`src/rtl/xnor_scr_pkg.sv`:
```
// Shared definitions for the XNOR scrambler/descrambler pair: LFSR geometry,
// tap constants, control state encoding and the n-step LFSR advance function.
package xnor_scr_pkg;

    localparam int LFSR_W = 16;
    // Taps of x^16+x^14+x^13+x^11+1 as state bit positions 15, 13, 12, 10
    localparam logic [LFSR_W-1:0] TAP_MASK = 16'hB400;

    typedef enum logic {
        UNSEEDED = 1'b0,
        RUN      = 1'b1
    } state_e;

    function automatic logic [LFSR_W-1:0] lfsr_step(input logic [LFSR_W-1:0] s);
        return {s[LFSR_W-2:0], ^(s & TAP_MASK)};
    endfunction

    function automatic logic [LFSR_W-1:0] lfsr_step_n(input logic [LFSR_W-1:0] s,
                                                      input int n);
        logic [LFSR_W-1:0] v;
        v = s;
        for (int i = 0; i < n; i++) begin
            v = lfsr_step(v);
        end
        return v;
    endfunction

endpackage

```
`src/rtl/parallel_gate_xnor.sv`:
```
// Bitwise XNOR of two 2**S-bit words; purely combinational gate primitive.
module parallel_gate_xnor #(
    parameter int S = 3
) (
    input  logic [(1<<S)-1:0] in1,
    input  logic [(1<<S)-1:0] in2,
    output logic [(1<<S)-1:0] out
);

    assign out = ~(in1 ^ in2);

endmodule

```
`src/rtl/parallel_xnor_descrambler_lfsr_advance_n.sv`:
```
// Combinational unrolled LFSR advance by N steps; shared with the transmit-side
// scrambler so both ends derive an identical keystream.
module lfsr_advance_n
    import xnor_scr_pkg::*;
#(
    parameter int N = 8
) (
    input  logic [LFSR_W-1:0] state_i,
    output logic [LFSR_W-1:0] state_o
);

    assign state_o = lfsr_step_n(state_i, N);

endmodule

```
`src/rtl/parallel_xnor_descrambler.sv`:
```
// Receive-side XNOR descrambler: one registered output word per accepted input,
// keystream taken from a 16-bit Fibonacci LFSR advanced W steps per word.
module parallel_xnor_descrambler
    import xnor_scr_pkg::*;
#(
    parameter int              S        = 3,
    parameter logic [LFSR_W-1:0] SEED_DEF = 16'h0001
) (
    input  logic                clk,
    input  logic                reset,
    input  logic                seed_load,
    input  logic [LFSR_W-1:0]   seed,
    input  logic                in_valid,
    input  logic [(1<<S)-1:0]   in_data,
    output logic                in_ready,
    output logic                out_valid,
    output logic [(1<<S)-1:0]   out_data,
    input  logic                out_ready,
    output logic                locked,
    output logic [15:0]         word_cnt
);

    localparam int W = 1 << S;

    state_e              state_q, state_d;
    logic [LFSR_W-1:0]   lfsr_q, lfsr_d;
    logic                out_valid_q, out_valid_d;
    logic [W-1:0]        out_data_q, out_data_d;
    logic [15:0]         word_cnt_q, word_cnt_d;

    logic [LFSR_W-1:0]   lfsr_adv_s;
    logic [W-1:0]        key_s;
    logic [W-1:0]        plain_s;
    logic                accept_s;
    logic                seed_ok_s;

    assign key_s     = lfsr_q[W-1:0];
    assign seed_ok_s = (seed != 16'h0000);
    assign locked    = (state_q == RUN);
    // A seed load owns the cycle, so no word can be keyed with a stale state
    assign in_ready  = locked && (!out_valid_q || out_ready) && !seed_load;
    assign accept_s  = in_valid && in_ready;
    assign out_valid = out_valid_q;
    assign out_data  = out_data_q;
    assign word_cnt  = word_cnt_q;

    lfsr_advance_n #(.N(W)) u_adv (
        .state_i (lfsr_q),
        .state_o (lfsr_adv_s)
    );

    parallel_gate_xnor #(.S(S)) u_xnor (
        .in1 (in_data),
        .in2 (key_s),
        .out (plain_s)
    );

    // Control FSM next state plus LFSR and word counter updates
    always_comb begin
        state_d    = state_q;
        lfsr_d     = lfsr_q;
        word_cnt_d = word_cnt_q;
        if (accept_s) begin
            lfsr_d     = lfsr_adv_s;
            word_cnt_d = word_cnt_q + 16'd1;
        end else begin
            word_cnt_d = word_cnt_q;
        end
        case (state_q)
            RUN: begin
                if (seed_load && seed_ok_s) begin
                    lfsr_d     = seed;
                    word_cnt_d = 16'd0;
                end else if (seed_load) begin
                    state_d = UNSEEDED;
                end else begin
                    state_d = RUN;
                end
            end
            UNSEEDED: begin
                if (seed_load && seed_ok_s) begin
                    lfsr_d     = seed;
                    word_cnt_d = 16'd0;
                    state_d    = RUN;
                end else begin
                    state_d = UNSEEDED;
                end
            end
            default: begin
                state_d = UNSEEDED;
            end
        endcase
    end

    // Output word register: load on accept, drop valid once consumed
    always_comb begin
        out_valid_d = out_valid_q;
        out_data_d  = out_data_q;
        if (accept_s) begin
            out_valid_d = 1'b1;
            out_data_d  = plain_s;
        end else if (out_valid_q && out_ready) begin
            out_valid_d = 1'b0;
        end else begin
            out_valid_d = out_valid_q;
        end
    end

    // State registers with synchronous reset
    always_ff @(posedge clk) begin
        if (reset) begin
            state_q     <= RUN;
            lfsr_q      <= SEED_DEF;
            out_valid_q <= 1'b0;
            out_data_q  <= '0;
            word_cnt_q  <= 16'd0;
        end else begin
            state_q     <= state_d;
            lfsr_q      <= lfsr_d;
            out_valid_q <= out_valid_d;
            out_data_q  <= out_data_d;
            word_cnt_q  <= word_cnt_d;
        end
    end

endmodule
```
`config.mk`:
```
export PLATFORM = sky130hd
export DESIGN_NAME = parallel_xnor_descrambler
export DESIGN_NICKNAME = d
export VERILOG_FILES = /design/src/rtl/xnor_scr_pkg.sv /design/src/rtl/parallel_gate_xnor.sv /design/src/rtl/parallel_xnor_descrambler_lfsr_advance_n.sv /design/src/rtl/parallel_xnor_descrambler.sv
export SDC_FILE = /design/constraint.sdc
export NUM_CORES = 1
export LEC_CHECK = 0
export ABC_CLOCK_PERIOD_IN_PS = 2000
export BUFFER_PORTS_ARGS = -buffer_cell sky130_fd_sc_hd__buf_2
export CAP_MARGIN = 10
export CORE_UTILIZATION = 40
export DETAILED_ROUTE_END_ITERATION = 6
export PLACE_DENSITY_LB_ADDON = 0.12
export SLEW_MARGIN = 20
export SYNTH_ARGS = -nofsm -noshare
export SYNTH_HDL_FRONTEND = slang
export SYNTH_HIERARCHICAL = 1
export SYNTH_SLANG_ARGS = --single-unit
export TNS_END_PERCENT = 20
```
`constraint.sdc`:
```
create_clock -name clk -period 2 [get_ports clk]
set_clock_uncertainty 0.05 [all_clocks]
set_input_delay 0.4 -clock clk [delete_from_list [all_inputs] [get_ports clk]]
set_output_delay 0.4 -clock clk [all_outputs]
set_load 0.005 [all_outputs]
```
==> flow_summary.ini, run 1 <==
[timing]
setup_violations = 0
tns_ns = 0
timing.final.ws_setup_ns = 0.0850
report.final.slew_viol_count = 0
tightest_slew_ns = 0.529
min_period_ns = 1.92
hold_viol_final = 0
fin_crit_sh_pct = 95.8
grt_setup_unrepaired = no
hold_slack_ns = 0.328
relSlewSlack_pct = 64.7
fmax_mhz = 522

[drt]
ant_nets = 0
vias = 1959
viasPerCell = 5.04
drc = 0
avgRoutedWirePerCell_um = 13.0
drtIter0Drc = 77
drt-total-wl_um = 5050
first_pass_iters = 4

[power_and_ir_drop]
finalPower_w = 0.00189
p_per_area_nw_per_um2 = 714
ir_drop_uv = 381
p_leak_nw = 1.04

[hold_path]
worstHoldPathType = primary input to flop
holdPathStages = 4

[worst_setup_path]
crit_type = primary input to flop
worst-endpoint-arrival_ns = 2.09
r2r_end = word_cnt[12]$_SDFFE_PP0P_
timing.critical_path.cells = buf_2 -> or4_1 -> o41ai_4 -> buf_12 -> buf_12 -> o21ai_1 -> a31oi_1
r2r_start = word_cnt[0]$_SDFFE_PP0P_
cp.depth = 7
worstPathRequired_ns = 2.17
cp_max_fo = 21
critPathSlowestCell = or4_1
startpoint = seed[8]
rrSetupSlack_ns = 0.24
cp-end-kind = flop
worst-path-buf-inv = 3
critPathTopFamily = compound AO/OA/AOI/OAI gates
ff2ff_path_depth = 5
crit_path_start_kind = primary input
slowest_delay_ns = 0.60
crit_end = lfsr_q[11]$_SDFFE_PP0P_
crit_top_cell = buf_12

[logic_synthesis]
synth.area.mux_share_pct = 0
syn_area_um2 = 2140
synth_area_per_cell_um2 = 8.18
syn-num-nets = 291
syn-instance-count = 261
synth_top_family_by_area = simple AND/OR/NAND/NOR gates
synth.distinct_cells = 30
yosysTopAreaCellShare_pct = 39.4
ys_warn_count = 6
ys_ff_latch = 42
synth_area_leader_cell = dfxtp_1
synth-simple-area-share_pct = 22.3
synth-xor-area-share_pct = 15.5
synth_area_leaders = dfxtp_1 39%, xnor2_1 12%, nand2_1 9.5%
synth_compound_area_share_pct = 16.2
synth_fa_ha_area_share_pct = 0.586
ys_seq_area_share_pct = 39.4

[clock_network]
cts_max_level = 2
path_clk_slew_ns = 0.08
numCtsBuffers = 5
clock-root-buffer = clkbuf_8
clk_latency_ns = 0.30
cts_sinks = 42
cts_tree = built
clock_path_buffers = 2

[final_layout]
nNetsFinal = 348
area_growth_pct = 24.0
fill_cells = 535
diodes = 0
drive_above_1_share_pct = 25.4
final_common_cell = buf_2
mostFrequentLayoutCells = 55 x buf_2, 54 x nand2_1, 42 x dfxtp_1
post-route-util_pct = 51.5
multi_input_area_um2 = 1170
ff_latch_area_um2 = 841

[placement]
dp_hpwl_um = 3680
gp_congestion = 0.802
dpl_worst_slack_ns = -0.288
port_buffers = 55

[floorplan]
core_um2 = 5140
pin_count = 56
die_width_um = 75.1
core.rowCount = 26
die_h_um = 75.1
die-area_um2 = 5640
start_util_pct = 41.6

[run]
drv_cap = 0

[grt]
grt_antenna_before_repair = 0
grt_pass1_wl_um = 8330
grt_start_max_net_pins = 27
gr-total-overflow = 0
first_global_vias = 1800
track_usage_pct = 19.8

[run_status]
status = complete, no violations
what timing repair did:
action | in CTS | in global routing
setup endpoints to repair | 0 | 9
setup buffers | 0 | 0
gates resized for setup | 0 | 1
hold buffers | 0 | 0
how the worst min path moves through the flow:
stage / from / to / slack [ns]
final: in_data[5] / out_data[5]$_SDFFE_PP0P_ / 0.33
after global placement: out_data[7]$_SDFFE_PP0P_ / out_data[7]$_SDFFE_PP0P_ / 0.39
after CTS: in_data[5] / out_data[5]$_SDFFE_PP0P_ / 0.32
after detailed placement: out_data[6]$_SDFFE_PP0P_ / out_data[6]$_SDFFE_PP0P_ / 0.40
after global routing: in_data[2] / out_data[2]$_SDFFE_PP0P_ / 0.35
after floorplan: out_data[0]$_SDFFE_PP0P_ / out_data[0]$_SDFFE_PP0P_ / 0.40
synth_stat cells, drive strengths merged:
cell and number:
or3 5, inv 3, nand3 8, nand2 55
nor4b 1, nor2b 2, or4 8, a21oi 18
nor4 2, nor3 1, nand2b 2, a31oi 15
buf 12, nand4 4, o41ai 1, a41oi 1
and3 2, clkbuf 9, xor2 7, o21ai 19
dfxtp 42, ha 1, nor2 8, xnor2 29
o31ai 4, and4 2
power by group:
| group | internal [W] | switching (W) | leakage, nW | total, W |
|---|---|---|---|---|
| logic | 0.000159 | 0.000145 | 0.648 | 0.000303 |
| clock network | 0.000374 | 0.000295 | 0.0524 | 0.000669 |
| registers | 0.000874 | 0.0000458 | 0.344 | 0.000920 |
| total | 0.00141 | 0.000485 | 1.04 | 0.00189 |
logic make-up after synthesis:
| group | count (synthesis) |
|---|---|
| fa+ha+maj | 1 |
| compound gates | 58 |
| flops | 42 |
| buf+inv | 24 |
| xor+xnor | 36 |
| simple gates | 100 |
routing by layer:
layer | part of all wire [%] | vias up | track usage [%]
li1 | - | 1018 | -
met1 | 46 | 886 | 24.0
met2 | 49 | 47 | 34.6
met3 | 3.9 | 8 | 3.61
met4 | 1.7 | 0 | 7.55
met5 | 0 | - | 0
cell type report:
cell class                      instances  area share, %
Clock buffer                            7           2.88
Clock inverter                          1           1.13
Inverter                                3          0.425
Multi-Input combinational cell        195           44.2
Sequential cell                        42           31.7
Tap cell                               70           3.31
Timing Repair Buffer                   71           16.3
worst reg2reg max path, delay by kind of cell (launching register included):
| kind | cells | cell delay [ns] |
|---|---|---|
| AND/OR/NAND/NOR | 3 | 0.99 |
| flip-flops | 1 | 0.34 |
| adder cells (fa/ha/maj) | 1 | 0.17 |
| AO/OA/AOI/OAI | 1 | 0.15 |
through the flow:
step,instance area (um2),cells
2_1_floorplan,2140,261
3_3_place_gp,2540,381
3_5_place_dp,2540,381
4_1_cts,2640,389
5_1_grt,2650,389
6_report,2650,389
registers in the layout, summed over array words and instances, names as in the netlist, named ones only:
name,flops
out_data,8
word_cnt,16
lfsr_q,16
out_valid,1
(Power assumes the default switching activity.)
==> inputs of run 2 (changes only) <==
- RECOVER_POWER: not set -> 25
==> flow_summary.ini, run 2 (synthesis results as in run 1) <==
[final_layout]
post-route-util_pct = 51.3
fill_cells = 537
drive_above_1_share_pct = 22.6
diodes = 0
area_growth_pct = 23.5
mostFrequentLayoutCells = 54 x nand2_1, 46 x buf_2, 42 x dfxtp_1
final_common_cell = nand2_1
ff_latch_area_um2 = 841
nNetsFinal = 348
multi_input_area_um2 = 1170

[grt]
grt_pass1_wl_um = 8330
grt_start_max_net_pins = 27
gr-total-overflow = 0
track_usage_pct = 19.8
grt_antenna_before_repair = 0
first_global_vias = 1800

[drt]
viasPerCell = 4.98
avgRoutedWirePerCell_um = 13.0
drtIter0Drc = 85
ant_nets = 0
vias = 1939
drt-total-wl_um = 5060
first_pass_iters = 4
drc = 0

[floorplan]
die_h_um = 75.1
die_width_um = 75.1
start_util_pct = 41.6
core.rowCount = 26
core_um2 = 5140
die-area_um2 = 5640
pin_count = 56

[clock_network]
path_clk_slew_ns = 0.08
cts_tree = built
numCtsBuffers = 5
clk_latency_ns = 0.30
cts_sinks = 42
clock_path_buffers = 2
clock-root-buffer = clkbuf_8
cts_max_level = 2

[hold_path]
holdPathStages = 4
worstHoldPathType = primary input to flop

[worst_setup_path]
worst-endpoint-arrival_ns = 2.09
cp_max_fo = 21
cp-end-kind = flop
worstPathRequired_ns = 2.17
crit_type = primary input to flop
crit_path_start_kind = primary input
ff2ff_path_depth = 5

[placement]
port_buffers = 55
dp_hpwl_um = 3680
gp_congestion = 0.802

[power_and_ir_drop]
ir_drop_uv = 381
p_leak_nw = 1.01
p_per_area_nw_per_um2 = 716
finalPower_w = 0.00189

[timing]
hold_viol_final = 0
fmax_mhz = 522
fin_crit_sh_pct = 95.8
tightest_slew_ns = 0.529
grt_setup_unrepaired = no
setup_violations = 0
hold_slack_ns = 0.328
relSlewSlack_pct = 64.7
min_period_ns = 1.92
report.final.slew_viol_count = 0

[run_status]
status = complete, no violations

[run]
drv_cap = 0
-- run 2: final cells by class --
| type | instances | share of cell area [%] |
|---|---|---|
| clock buffers | 7 | 2.89 |
| well taps | 70 | 3.32 |
| flip-flops and latches | 42 | 31.9 |
| clock inverters | 1 | 1.14 |
| inverters | 3 | 0.427 |
| repair buffers | 71 | 16.0 |
| multi-input cells | 195 | 44.4 |
-- run 2: through the flow --
stage	setup WS, ns	std cells	TNS, ns	area (um2)
after floorplan	0.0123	261	0	2140
after global placement	-0.267	381	-5.88	2540
after detailed placement	-0.288	381	-6.32	2540
after CTS	0.0124	389	0	2640
after global routing	0.0552	389	0	2640
final	0.0847	389	0	2640
-- run 2: power by group --
group / total (W) / leakage [nW] / internal [W] / switching (W)
clock network: 0.000668 / 0.0524 / 0.000374 / 0.000294
logic: 0.000302 / 0.612 / 0.000157 / 0.000144
registers: 0.000920 / 0.344 / 0.000874 / 0.0000459
-- run 2: routing by layer --
| layer | up-vias | track usage (%) | wire, um | share of wire (%) |
|---|---|---|---|---|
| met2 | 43 | 34.6 | 2500 | 49 |
| met4 | 0 | 7.55 | 55 | 1.1 |
| met3 | 6 | 3.61 | 180 | 3.6 |
| li1 | 1017 | - | - | - |
| met5 | - | 0 | 0 | 0 |
| met1 | 873 | 24.0 | 2330 | 46 |
-- run 2: final timing paths --
kind	startpoint	end	slack, ns
max	seed[8]	lfsr_q[11]$_SDFFE_PP0P_	0.08
max reg2reg	word_cnt[0]$_SDFFE_PP0P_	word_cnt[12]$_SDFFE_PP0P_	0.24
min reg2reg	out_data[6]$_SDFFE_PP0P_	out_data[6]$_SDFFE_PP0P_	0.41
min	in_data[5]	out_data[5]$_SDFFE_PP0P_	0.33
-- run 2: worst max-delay path, cell delays in order --
cell and delay [ns]:
buf_2 0.10, or4_1 0.60, o41ai_4 0.42, buf_12 0.20, buf_12 0.13, o21ai_1 0.07
a31oi_1 0.17
-- run 2: timing repair --
action,in CTS,in global routing
setup buffers,0,0
setup endpoints to repair,0,9
resized for setup,0,1
hold buffers,0,0
==> inputs of run 3 (changes only) <==
- ABC_CLOCK_PERIOD_IN_PS: 2000 -> 2100
- clock period: 2 -> 2.1 ns (I/O delays scaled with it)
==> flow_summary.ini, run 3 (synthesis results as in run 1) <==
[clock_network]
cts_tree = built
numCtsBuffers = 5
cts_setup_buffers = 0
cts_max_level = 2
path_clk_slew_ns = 0.08
cts_sinks = 42
clock_path_buffers = 2
clk_latency_ns = 0.29
ctsResizeCount = 0
clock-root-buffer = clkbuf_8
cts_hold_buf = 0

[floorplan]
core.rowCount = 26
die-area_um2 = 5640
start_util_pct = 41.6
die_h_um = 75.1
die_width_um = 75.1
pin_count = 56
core_um2 = 5140

[drt]
drt-total-wl_um = 5180
vias = 1988
ant_nets = 0
first_pass_iters = 4
drc = 0
drtIter0Drc = 65
avgRoutedWirePerCell_um = 13.4
viasPerCell = 5.15

[final_layout]
final_common_cell = nand2_1
nNetsFinal = 345
multi_input_area_um2 = 1160
ff_latch_area_um2 = 841
mostFrequentLayoutCells = 54 x nand2_1, 43 x buf_2, 42 x dfxtp_1
diodes = 0
drive_above_1_share_pct = 21.2
fill_cells = 550
area_growth_pct = 21.3

[worst_setup_path]
cp-end-kind = flop
critPathSlowestCell = or4_1
slowest_delay_ns = 0.59
worst-endpoint-arrival_ns = 2.20
crit_path_start_kind = primary input
r2r_start = word_cnt[1]$_SDFFE_PP0P_
cp_max_fo = 25
startpoint = seed[8]
timing.critical_path.cells = buf_2 -> or4_1 -> o41ai_4 -> buf_12 -> nand2_2 -> a21oi_1
worstPathRequired_ns = 2.27
crit_type = primary input to flop

[placement]
port_buffers = 55
dpl_worst_slack_ns = -0.248
gp_congestion = 0.777
dp_hpwl_um = 3690

[power_and_ir_drop]
intPower_w = 0.00124
seq_power_share_pct = 51.4
p_clk_share_pct = 31.9
switching_share_pct = 26.9
combPwrFrac_pct = 16.7
net-switching-power_w = 0.000458
p_per_area_nw_per_um2 = 657
ir_drop_uv = 353
p_leak_nw = 0.971

[hold_path]
worstHoldPathType = primary input to flop
worstHoldStart = in_data[2]

[grt]
grt_pass1_wl_um = 8310
gr-total-overflow = 0
grt_start_max_net_pins = 27
grt_antenna_before_repair = 0
first_global_vias = 1770
track_usage_pct = 19.8

[timing]
relSlewSlack_pct = 65.4
tightest_slew_ns = 0.519
hold_slack_ns = 0.353
hold_viol_final = 0
timing.final.ws_setup_ns = 0.0683
grt_setup_unrepaired = no
fmax_mhz = 492
report.final.slew_viol_count = 0
setup_violations = 0
fin_crit_sh_pct = 96.7
min_period_ns = 2.03

[run]
drv_cap = 0

[run_status]
status = complete, no violations
==> run 3: cell types whose count changed in the layout (fill, tap and decap cells not counted) <==
cell	delta
buf_2	-3
clkbuf_1	+2
bufinv_16	-1
buf_4	-3
nand2_4	-1
nand2_2	+1
clkinv_2	+1
clkbuf_8	+1
==> run 3: routing by layer <==
| metal | global-route usage [%] | vias up | routed length (um) |
|---|---|---|---|
| li1 | - | 1007 | - |
| met3 | 3.75 | 7 | 185 |
| met4 | 6.92 | 0 | 70 |
| met5 | 0 | - | 0 |
| met1 | 24.7 | 930 | 2420 |
| met2 | 34.1 | 44 | 2500 |
==> run 3: power by group through the flow <==
stage	registers [W]	logic, W	clock network [W]
after floorplan	0.000885	0.000204	0
after global placement	0.000895	0.000284	0
after detailed placement	0.000895	0.000286	0
after CTS	0.000876	0.000288	0.000562
after global routing	0.000882	0.000317	0.000599
final	0.000875	0.000284	0.000543
==> run 3: per-stage QoR <==
stage / utilization [%] / total power, W / instance area (um2) / std cells / setup TNS, ns
after CTS: 50.7 / 0.00173 / 2610 / 386 / 0
after global placement: 48.9 / 0.00118 / 2510 / 378 / -3.62
after floorplan: - / 0.00109 / 2140 / 261 / 0
after detailed placement: 48.9 / 0.00118 / 2510 / 378 / -4.06
after global routing: 50.4 / 0.00180 / 2590 / 386 / 0
final: 50.4 / 0.00170 / 2590 / 386 / 0
==> run 3: worst paths after layout <==
kind,end,slack (ns),depth (start not counted)
worst max register to register,word_cnt[14]$_SDFFE_PP0P_,0.22,5
worst min register to register,out_data[6]$_SDFFE_PP0P_,0.41,2
worst min-delay path,out_data[2]$_SDFFE_PP0P_,0.35,4
worst max-delay path,word_cnt[13]$_SDFFE_PP0P_,0.07,6
==> run 3: final cells by class <==
cell class                 instances  share of cell area (%)
clock buffer                       7                    3.33
clock inverter                     1                   0.193
inverter                           3                   0.435
multi-input combinational        195                    45.0
sequential                        42                    32.4
tap                               70                    3.38
timing repair buffer              68                    15.3
==> run 3: worst max-delay path, delay by kind of cell <==
family                 cells  cell delay [ns]
and+or+nand+nor            2             0.81
buffers and inverters      2             0.31
AOI/OAI and AO/OA          2             0.65
